**src/rtl/seg_scan_rx_pkg.sv**
```systemverilog
// Shared types and glyph decoding for the 7-segment bus receiver.
package seg_pkg;
  localparam int NUM_DIGITS = 4;
  localparam int SAMPLE_W   = 12;

  typedef struct packed {
    logic [3:0] an;
    logic [6:0] seg;
    logic       seg_p;
  } sample_t;

  // Active-high gfedcba, index = nibble value (15 down to 0).
  localparam logic [15:0][6:0] GLYPHS = {
    7'h71, 7'h79, 7'h5E, 7'h39, 7'h7C, 7'h77, 7'h6F, 7'h7F,
    7'h07, 7'h7D, 7'h6D, 7'h66, 7'h4F, 7'h5B, 7'h06, 7'h3F
  };

  function automatic logic [4:0] glyph_to_nibble(input logic [6:0] g);
    glyph_to_nibble = 5'b0;
    for (int i = 0; i < 16; i++)
      if (g == GLYPHS[i]) glyph_to_nibble = {1'b1, 4'(i)};
  endfunction
endpackage

```
**src/rtl/seg_scan_rx_if.sv**
```systemverilog
// Multiplexed 7-segment display bus, all signals active-low.
interface seg_scan_rx_if;
  logic [3:0] AN;
  logic [6:0] seg;
  logic       seg_P;

  modport master (output AN, seg, seg_P);
  modport slave  (input  AN, seg, seg_P);
endinterface

```
**src/rtl/seg_scan_rx_stable_filter.sv**
```systemverilog
// Two-flop synchronizer plus a saturating stability counter; accept fires once per stable run.
module stable_filter #(
  parameter int WIDTH         = 12,
  parameter int STABLE_CYCLES = 16
) (
  input  logic             clk,
  input  logic             reset,
  input  logic [WIDTH-1:0] din,
  output logic [WIDTH-1:0] dout,
  output logic             accept
);
  localparam logic [7:0] TOP = 8'(STABLE_CYCLES - 1);

  logic [WIDTH-1:0] s1, s2, prev;
  logic [7:0]       cnt;
  logic             match;

  assign match = (s2 == prev);
  // Combinational so the consumer registers its outputs on the very edge cnt hits TOP.
  assign accept = match && (cnt == TOP - 8'd1);
  assign dout   = prev;

  always_ff @(posedge clk) begin
    if (reset) begin
      s1   <= '1;
      s2   <= '1;
      prev <= '1;
      cnt  <= '0;
    end else begin
      s1   <= din;
      s2   <= s1;
      prev <= s2;
      if (!match)          cnt <= '0;
      else if (cnt != TOP) cnt <= cnt + 8'd1;
    end
  end
endmodule

```
**src/rtl/seg_scan_rx.sv**
```systemverilog
// Bus monitor: decodes accepted digit samples and reassembles the displayed 16-bit value.
module seg_scan_rx
  import seg_pkg::*;
#(
  parameter int STABLE_CYCLES = 16
) (
  input  logic          clk,
  input  logic          reset,
  seg_scan_rx_if.slave  bus,
  output logic [15:0]   dat,
  output logic [3:0]    dp,
  output logic          frame_valid,
  output logic          bad
);
  sample_t raw, smp;
  logic    accept;

  assign raw = {bus.AN, bus.seg, bus.seg_P};

  stable_filter #(.WIDTH(SAMPLE_W), .STABLE_CYCLES(STABLE_CYCLES)) u_filt (
    .clk    (clk),
    .reset  (reset),
    .din    (raw),
    .dout   (smp),
    .accept (accept)
  );

  logic [4:0] gl;
  logic       blank, onehot;
  logic [1:0] idx;

  assign gl    = glyph_to_nibble(~smp.seg);
  assign blank = (smp.an == 4'hF);

  always_comb begin
    onehot = 1'b1;
    idx    = 2'd0;
    case (smp.an)
      4'b1110: idx = 2'd0;
      4'b1101: idx = 2'd1;
      4'b1011: idx = 2'd2;
      4'b0111: idx = 2'd3;
      default: onehot = 1'b0;
    endcase
  end

  logic [NUM_DIGITS-1:0][3:0] sh_nib, nxt_nib;
  logic [NUM_DIGITS-1:0]      sh_dp, nxt_dp, seen, nxt_seen;

  // Shadow as it would look with the current sample folded in; completion copies this.
  always_comb begin
    nxt_nib  = sh_nib;
    nxt_dp   = sh_dp;
    nxt_seen = seen;
    nxt_nib[idx]  = gl[3:0];
    nxt_dp[idx]   = ~smp.seg_p;
    nxt_seen[idx] = 1'b1;
  end

  always_ff @(posedge clk) begin
    if (reset) begin
      sh_nib      <= '0;
      sh_dp       <= '0;
      seen        <= '0;
      dat         <= '0;
      dp          <= '0;
      frame_valid <= 1'b0;
      bad         <= 1'b0;
    end else begin
      frame_valid <= 1'b0;
      bad         <= 1'b0;
      if (accept && !blank) begin
        if (!onehot) begin
          bad <= 1'b1;
        end else if (!gl[4]) begin
          bad       <= 1'b1;
          seen[idx] <= 1'b0;
        end else begin
          sh_nib <= nxt_nib;
          sh_dp  <= nxt_dp;
          if (&nxt_seen) begin
            dat         <= nxt_nib;
            dp          <= nxt_dp;
            frame_valid <= 1'b1;
            seen        <= '0;
          end else begin
            seen <= nxt_seen;
          end
        end
      end
    end
  end
endmodule

```
**src/flat_wrapper.sv**
```systemverilog
// flat-port wrapper written by rule: the top's interface ports become plain ports
module seg_scan_rx_flat import seg_pkg::*;
#(
  parameter int STABLE_CYCLES = 16
)
  (clk, reset, dat, dp, frame_valid, bad, bus_AN, bus_seg, bus_seg_P);
  seg_scan_rx_if bus_i ();
  input  logic clk;
  input  logic reset;
  output logic [15:0] dat;
  output logic [3:0] dp;
  output logic frame_valid;
  output logic bad;
  input wire logic [$bits(bus_i.AN)-1:0] bus_AN;
  input wire logic [$bits(bus_i.seg)-1:0] bus_seg;
  input wire logic [$bits(bus_i.seg_P)-1:0] bus_seg_P;
  assign bus_i.AN = bus_AN;
  assign bus_i.seg = bus_seg;
  assign bus_i.seg_P = bus_seg_P;
  seg_scan_rx #(.STABLE_CYCLES(STABLE_CYCLES)) u_core (.clk(clk), .reset(reset), .bus(bus_i), .dat(dat), .dp(dp), .frame_valid(frame_valid), .bad(bad));
endmodule
```
**config.mk**
```make
export PLATFORM = sky130hd
export DESIGN_NAME = seg_scan_rx_flat
export DESIGN_NICKNAME = d
export VERILOG_FILES = /design/src/rtl/seg_scan_rx_pkg.sv /design/src/rtl/seg_scan_rx_if.sv /design/src/rtl/seg_scan_rx_stable_filter.sv /design/src/rtl/seg_scan_rx.sv /design/src/flat_wrapper.sv
export SDC_FILE = /design/constraint.sdc
export NUM_CORES = 1
export LEC_CHECK = 0
export CELL_PAD_IN_SITES_DETAIL_PLACEMENT = 0
export CELL_PAD_IN_SITES_GLOBAL_PLACEMENT = 1
export CORE_MARGIN = 2
export CORE_UTILIZATION = 40
export DETAILED_ROUTE_END_ITERATION = 16
export PLACE_DENSITY = 0.76
export SLEW_MARGIN = 0
export SYNTH_ARGS = -nofsm -noshare
export SYNTH_HDL_FRONTEND = slang
export SYNTH_SLANG_ARGS = --single-unit
```
**constraint.sdc**
```tcl
create_clock -name clk -period 2.7 [get_ports clk]
set_clock_uncertainty 0.05 [all_clocks]
set_input_delay 0.405 -clock clk [delete_from_list [all_inputs] [get_ports clk]]
set_output_delay 0.405 -clock clk [all_outputs]
set_load 0.005 [all_outputs]
```
==> results.txt <==
The flow ran to the end, and the final reports show no timing, DRC or antenna violations. The clock buffer count from CTS is 9, and the die footprint is 10800 sq um. TritonCTS built the clock tree.

In this run the worst hold path is classified as reg2reg. For the data arrival time of the critical path, the log shows 2.81 ns. The layout has 958 filler cells.

The first global-routing pass estimated 14500 um of wire. Timing would allow up to 385 MHz. The number of placement rows is 36. The fraction of layout cells with a size suffix above 1 is 21.1%, and the register bit count reported by yosys is 90. Across all layers, the routed design uses 3269 vias.

Met1 track demand over resource: 23.2%. The final layout contains routed wiring with a total length of 8780 um. The width of the chip works out to 104 um. The initial antenna violation count was 0; the via count of the first global-routing pass was 2961.

Relative to the synthesized area, the layout overhead comes to 20.4%. The launch instance of the worst min-delay path was u_core.u_filt.s1[9]$_SDFF_PP1_. Setup total negative slack on the finished layout was measured at 0 ns. The count of hold buffers inserted by post-cts repair was 0; the synthesized area was 4010 sq um.

At the pin with the least slew margin, the transition time is 0.436 ns. Power spread over the standard cell area amounts to 490 nW/um^2. Setup violations remaining at the end of the flow were counted as 0. Entering global routing, the biggest net connects 53 pins. The main flop type after synthesis is sky130_fd_sc_hd__dfxtp_1. Detailed placement ended at an HPWL of 5680 um. The placer's final routability congestion estimate is 0.844.

The critical path's most frequent cell is sky130_fd_sc_hd__buf_4. VDD sags by at most 0.257 mV. Counting along the longest clock path gives a buffer depth of 2. After synthesis, the most frequently instantiated cells are sky130_fd_sc_hd__dfxtp_1 (90), sky130_fd_sc_hd__a21oi_1 (42), sky130_fd_sc_hd__or2_2 (37), sky130_fd_sc_hd__nand2_1 (26), sky130_fd_sc_hd__clkbuf_1 (25). The finished layout holds 612 standard cells, fillers aside. The tools report the placeable core region as 9730 sq um.

STA classifies the critical path endpoint as a register. The tools report the iteration count of the initial detailed-routing pass as 6. Pin placement for this block handled 36 I/O pins. After clock tree synthesis, the clock-pin slew on the worst setup and hold paths is 0.09 ns. In the synthesized netlist, the number of instances is 438.

Yosys printed 0 warnings. Post-route clock period utilization: 96.3%. The worst slack after detailed placement is 0.0868 ns.

The run gives 2.91 ns as the data required time of the worst path. Ranked by total cell area, the synthesized netlist is headed by sky130_fd_sc_hd__dfxtp_1 (45%), sky130_fd_sc_hd__or2_2 (5.8%), sky130_fd_sc_hd__a21oi_1 (5.2%). Walking the worst path, the cells encountered are buf_4 > or4bb_4 > o22ai_1 > nor3_1 > buf_4 > a311oi_4 > buf_4 > buf_12 > a21oi_1 > a311oi_1. 0 antenna diodes ended up in the layout. The number of unique standard cell types used by synthesis is 55, and the post-synthesis area per instance is 9.14 sq um. In this run, the number of DRC markers left after iteration 0 of detailed routing was 185.

The number of pins with negative max-slew slack in the final report is 0, and the final routed wire length divided by cell count is 14.4 um. After detailed routing, the number of vias per cell comes to 5.34. The leakage power summed over all cells was 1.68 nW; the count of input and output buffers was 35. The most frequent cell after synthesis is sky130_fd_sc_hd__dfxtp_1.

The number of nets handed over by synthesis was 454. The run gives 0 as the total grt overflow. The most critical setup path has its startpoint at u_core.u_filt.dout[6]$_SDFF_PP1_. Library cell contributing the largest single delay on the critical path: sky130_fd_sc_hd__or4bb_4. The startpoint of the worst-slack reg-to-reg timing path was u_core.u_filt.dout[6]$_SDFF_PP1_.

The worst setup path is launched from a register. After synthesis, the largest area contributor takes up 45.0% of total cell area. By startpoint and endpoint, the worst setup path is classified as reg2reg.

The die height is 104 um, and the number of nets with antenna violations after detailed routing is 0. The clock sink count is 90. After detailed routing, the number of remaining DRC violations is 0. Counting flops with an async set or reset pin after synthesis yields a share of 0%.

Clock period minus worst slack: 2.60 ns. After synthesis, flip-flops and latches occupy 45.0% of the total area. Combined global-route utilization of all metal layers: 16.4%. The cell sitting at the root of the clock tree is a sky130_fd_sc_hd__clkbuf_8.

For this run, global-route usage on met3 was measured as 4.26%. The run gives 23.9% as the global-route track usage on met2. The H-tree was split into 3 levels. For the final hold violation count, the log shows 0. The maximum net fanout on the critical path was 26.

The count of flip-flops with a built-in enable after synthesis was 0; the final-stage net count was 490. The cell accounting for the most synthesized area was sky130_fd_sc_hd__dfxtp_1. Worst slew slack as a fraction of its limit: 70.2%. The tools report the final worst-path setup slack as 0.0997 ns.

Most used routing layer in global routing: met2. Max-cap violations in this run came to 0. Clock insertion delay at the later pin of the skew report: 0.35 ns. The initial standard-cell utilization of the core is 41.2%, and the peak per-stage delay on the critical path is 0.56 ns. The count of placed standard cells including taps is 593.
==> repair_timing <==
action,CTS,global route
buffers inserted,0,2
endpoints found under the setup margin,0,46
resized for setup,0,11
==> layout make-up <==
class	count	area [sq um]	area share [%]
clock buffers	10	138	2.85
clock inverters	6	40.0	0.830
inverters	14	52.6	1.09
multi-input cells	293	2000	41.4
flip-flops and latches	90	1810	37.5
well taps	133	166	3.45
repair buffers	66	621	12.9
==> cell usage in the layout, fill, tap and decap left out, types with 16 or more instances in the layout <==
master and count:
sky130_fd_sc_hd__a21oi_1 41, sky130_fd_sc_hd__a311oi_1 16, sky130_fd_sc_hd__buf_4 28, sky130_fd_sc_hd__clkdlybuf4s50_1 34, sky130_fd_sc_hd__dfxtp_1 86, sky130_fd_sc_hd__nand2_1 26, sky130_fd_sc_hd__o2111ai_1 16, sky130_fd_sc_hd__o21ai_0 19
sky130_fd_sc_hd__or2_2 37, sky130_fd_sc_hd__xor2_1 17
==> cell families after synthesis <==
kind of cell,share of synthesized area (%)
AOI/OAI and AO/OA,21.8
muxes,1.50
buffers and inverters,6.06
xor gates and xnor gates,4.59
and+or+nand+nor,20.1
adders and majority gates,0.875
DFF,45.0
==> path summary, 6_finish.rpt <==
check                                                      end  slack (ns)  depth (start not counted)
worst min register to register  u_core.u_filt.s2[9]$_SDFF_PP1_        0.36                          1
worst max register to register   u_core.sh_nib[1]$_SDFFE_PP0P_         0.1                         10
worst min-delay path            u_core.u_filt.s2[9]$_SDFF_PP1_        0.36                          1
worst max-delay path             u_core.sh_nib[1]$_SDFFE_PP0P_         0.1                         10
==> through the flow <==
step	total power (W)	cell area, sq um	hold slack [ns]	util, %
after detailed placement	0.00155	4560	0.343	46.9
after global placement	0.00154	4560	0.342	46.9
after CTS	0.00239	4740	0.360	48.7
after global routing	0.00248	4820	0.375	49.6
after floorplan	0.00150	4010	0.339	-
final	0.00236	4820	0.355	49.6
==> routing by layer <==
metal  routed length, um  part of all wire (%)  vias to the layer above
met1                4490                    51                     1520
li1                    -                     -                     1671
met2                3760                    43                       67
met4                 156                   1.8                        0
met5                   0                     0                        -
met3                 378                   4.3                       11
==> critical path, delay by kind of cell (launching register included) <==
kind	cells	cell delay, ns
buffers and inverters	4	0.68
AO/OA/AOI/OAI	4	0.83
flip-flops	1	0.33
AND/OR/NAND/NOR	2	0.62
==> sequential cells by signal, summed over array words and instances (netlist names) <==
signal	cells
u_core.frame_valid	1
u_core.dat	16
u_core.u_filt.s2	12
u_core.sh_dp	4
u_core.u_filt.dout	12
u_core.u_filt.cnt	8
u_core.seen	4
u_core.sh_nib	16
u_core.bad	1
u_core.dp	4
u_core.u_filt.s1	12
==> report_power, final <==
part           total, W  leakage (nW)  switching (W)  internal (W)
Clock          0.000844        0.0924       0.000484      0.000360
Sequential      0.00137         0.731      0.0000211       0.00135
Combinational  0.000142         0.859      0.0000719     0.0000697
Total           0.00236          1.68       0.000577       0.00178
Note: power is estimated with default switching activity, not from simulation.
==> patch: new RTL, same settings <==
Register the output `dat` once more, with the module's reset; this adds one clock of latency there. The other outputs are not delayed to match.
--- a/src/rtl/seg_scan_rx.sv
+++ b/src/rtl/seg_scan_rx.sv
@@ -12,6 +12,8 @@
   output logic          frame_valid,
   output logic          bad
 );
+
+  logic [15:0] dat_s0;
   sample_t raw, smp;
   logic    accept;
 
@@ -62,7 +64,7 @@
       sh_nib      <= '0;
       sh_dp       <= '0;
       seen        <= '0;
-      dat         <= '0;
+      dat_s0      <= '0;
       dp          <= '0;
       frame_valid <= 1'b0;
       bad         <= 1'b0;
@@ -79,7 +81,7 @@
           sh_nib <= nxt_nib;
           sh_dp  <= nxt_dp;
           if (&nxt_seen) begin
-            dat         <= nxt_nib;
+            dat_s0      <= nxt_nib;
             dp          <= nxt_dp;
             frame_valid <= 1'b1;
             seen        <= '0;
@@ -90,5 +92,13 @@
       end
     end
   end
+  always_ff @(posedge clk) begin
+    if (reset) begin
+      dat <= '0;
+    end else begin
+      dat <= dat_s0;
+    end
+  end
+
 endmodule
 
Formal check against the unedited RTL: no difference found for any inputs over 10 cycles, from zero or initial values and one cycle with reset high; that may be too few to reach the edited logic, so the function may still have changed.
==> patch against the original RTL <==
- count of clock-buffer cells in the layout increased by 1
- final area increased by 8.1%
- setup slack improved by 0.13 ns
- sequential cell count increased by 16
- power increased by 21%
- utilization decreased by 1.7 points
- synthesized area increased by 12%
- cell count increased by 2.9%
- wire length decreased by 6.4%
- die area increased by 11%
- synthesized cell count increased by 3.2%
- non-clock buffer count decreased by 14
- sequential power increased by 18%
- critical path type unchanged
- critical endpoint is now u_core.seen[1]
==> patch: results (changes against the original RTL) <==
.. list-table::
   :header-rows: 1

   * - Metric
     - Value
   * - Total via count after detailed routing
     - 3093 (-5.4%)
   * - Main flop type after synthesis
     - sky130_fd_sc_hd__dfxtp_1
   * - Class of the most critical hold timing path
     - in -> reg
   * - Met2 routed wirelength
     - 3550 um (-5.5%)
   * - Logic depth of the worst register-to-register path
     - 8 (-2)
   * - Top area cells in the synthesized netlist
     - sky130_fd_sc_hd__dfxtp_1 (47%), sky130_fd_sc_hd__or2_2 (5.2%), sky130_fd_sc_hd__nor2_1 (4.7%)
   * - Fillers
     - 1028 (+7.3%)
   * - Number of unique standard cell types used by synthesis
     - 53 (-3.6%)
   * - Instance count after placement with tap cells included
     - 614 (+3.5%)
   * - Fraction of layout cells with a size suffix above 1
     - 0.218 (+0.00751)
   * - Routed length on met1
     - 4190 um (-6.7%)
   * - Setup WS pre-CTS
     - 0.128 ns (+0.0409 ns)
   * - Number of buffers inserted during clock tree synthesis
     - 9 (unchanged)
   * - All-Layer GR Usage
     - 0.147 (-0.0165)
   * - Post-Syn Nets
     - 468 (+3.1%)
   * - Crit path arrival time
     - 2.72 ns (-0.09 ns)
   * - 1st-iter DRT viols
     - 242 (+31%)
   * - Max VDD drop
     - 0.322 mV (+25%)
   * - First-pass GRT wire length
     - 13700 um (-5.4%)
   * - Origin of the critical flop-to-flop path
     - u_core.u_filt.dout[3]
   * - Worst slew slack as a fraction of its limit
     - 0.537 (-0.165)
   * - Via count of the first global-routing pass
     - 2804 (-5.3%)
   * - GP Congestion
     - 0.853 (+1.2%)
   * - Final #Nets
     - 501 (+2.2%)
   * - Final Instance Count excl. Fillers
     - 630 (+2.9%)
   * - Pin count of the biggest net entering global routing
     - 51 (-3.8%)
   * - Setup slack on the worst flop-to-flop path
     - 0.23 ns (+0.13 ns)
   * - Leakage power
     - 0.00195 uW (+16%)
   * - Count of mapped cells out of synthesis
     - 452 (+3.2%)
   * - Part of the Yosys area used for sequential elements
     - 0.475 (+0.0251)
   * - Clk Latency, worst-skew pair
     - 0.37 ns (+0.02 ns)
   * - Maximum fanout encountered on the critical timing path
     - 14 (-46%)
   * - First-pass detailed-route iteration total
     - 4 (-2)
   * - Biggest registers after layout
     - u_core.dat: 16 flops, u_core.dat_s0: 16 flops, u_core.sh_nib: 16 flops
   * - Hold Path End
     - u_core.dat[4]
   * - Number of antenna diodes
     - 0 (unchanged)
   * - Crit Reg-Reg Endpoint
     - u_core.seen[1]
   * - Routed WL per cell
     - 13.0 um (-9.1%)
   * - Status
     - finished clean
   * - Metal3 WL
     - 326 um (-14%)
   * - Post-synth top cells
     - sky130_fd_sc_hd__dfxtp_1 (106), sky130_fd_sc_hd__nor2_1 (56), sky130_fd_sc_hd__or2_2 (37)
   * - Cell depth of the worst min-delay path
     - 2 (+1)
   * - Hold Startpoint
     - reset
   * - HPWL reported at the end of detailed placement
     - 5740 um (+0.92%)
   * - Warnings from Yosys
     - 0 (unchanged)
[patch: worst max-delay path, stage by stage, from the launching register on]
cell and delay, ns:
sky130_fd_sc_hd__dfxtp_2 0.51, sky130_fd_sc_hd__and4bb_2 0.30, sky130_fd_sc_hd__mux2i_2 0.22, sky130_fd_sc_hd__o311ai_4 0.12
sky130_fd_sc_hd__buf_4 0.20, sky130_fd_sc_hd__or3_1 0.42, sky130_fd_sc_hd__nand2b_1 0.18, sky130_fd_sc_hd__nand3b_1 0.19
sky130_fd_sc_hd__o31ai_2 0.20
[patch: logic make-up (layout without fill, tap and decap cells)]
| logic type | count (synthesis) | count (layout) | share of synthesized area |
|---|---|---|---|
| AO/OA/AOI/OAI | 60 | 60 | 0.107 |
| XOR/XNOR | 22 | 22 | 0.0431 |
| adder cells (fa/ha/maj) | 2 | 2 | 0.00560 |
| buffers and inverters | 38 | 76 | 0.0417 |
| flip-flops | 106 | 106 | 0.475 |
| multiplexers | 30 | 30 | 0.0815 |
| AND/OR/NAND/NOR | 194 | 194 | 0.246 |
[patch: layout make-up]
class / count / area (um^2) / area share
inverter: 8 / 30.0 / 0.00576
timing repair buffer: 52 / 485 / 0.0931
sequential: 106 / 2130 / 0.408
multi-input combinational: 308 / 2160 / 0.414
tap: 140 / 175 / 0.0336
clock buffer: 11 / 151 / 0.0290
clock inverter: 5 / 82.6 / 0.0158
[patch: repair_timing]
action / CTS / global route
buffers inserted: 0 / 0
gates resized for setup: 0 / 5
endpoints found under the setup margin: 0 / 4
[patch: how the worst max path moves through the flow]
stage	from	to	slack, ns	cells after the start
after floorplan	u_core.u_filt.dout[2]	u_core.dat_s0[0]	0.52	8
after global placement	u_core.u_filt.dout[2]	u_core.seen[1]	0.22	8
after detailed placement	u_core.u_filt.dout[3]	u_core.seen[1]	0.13	8
after CTS	u_core.u_filt.dout[3]	u_core.seen[1]	0.08	8
after global routing	u_core.u_filt.dout[5]	u_core.seen[1]	0.04	8
final	u_core.u_filt.dout[3]	u_core.seen[1]	0.23	8
[patch: power by group]
part / switching (uW) / leakage (uW) / internal [uW]
Sequential: 20.8 / 0.000859 / 1580
Combinational: 67.1 / 0.000970 / 63.5
Clock: 530 / 0.000120 / 578
[patch: layer usage]
layer,global-route usage,vias to the layer above
met4,0.0642,0
met2,0.215,57
met3,0.0332,16
met5,0,-
met1,0.207,1402
li1,-,1618
[patch: per-stage QoR]
step | hold WS, ns | instance area [um^2]
global route | 0.299 | 5210
global placement | 0.343 | 4970
CTS | 0.277 | 5210
finish | 0.287 | 5210
floorplan | 0.339 | 4470
detailed placement | 0.344 | 4970
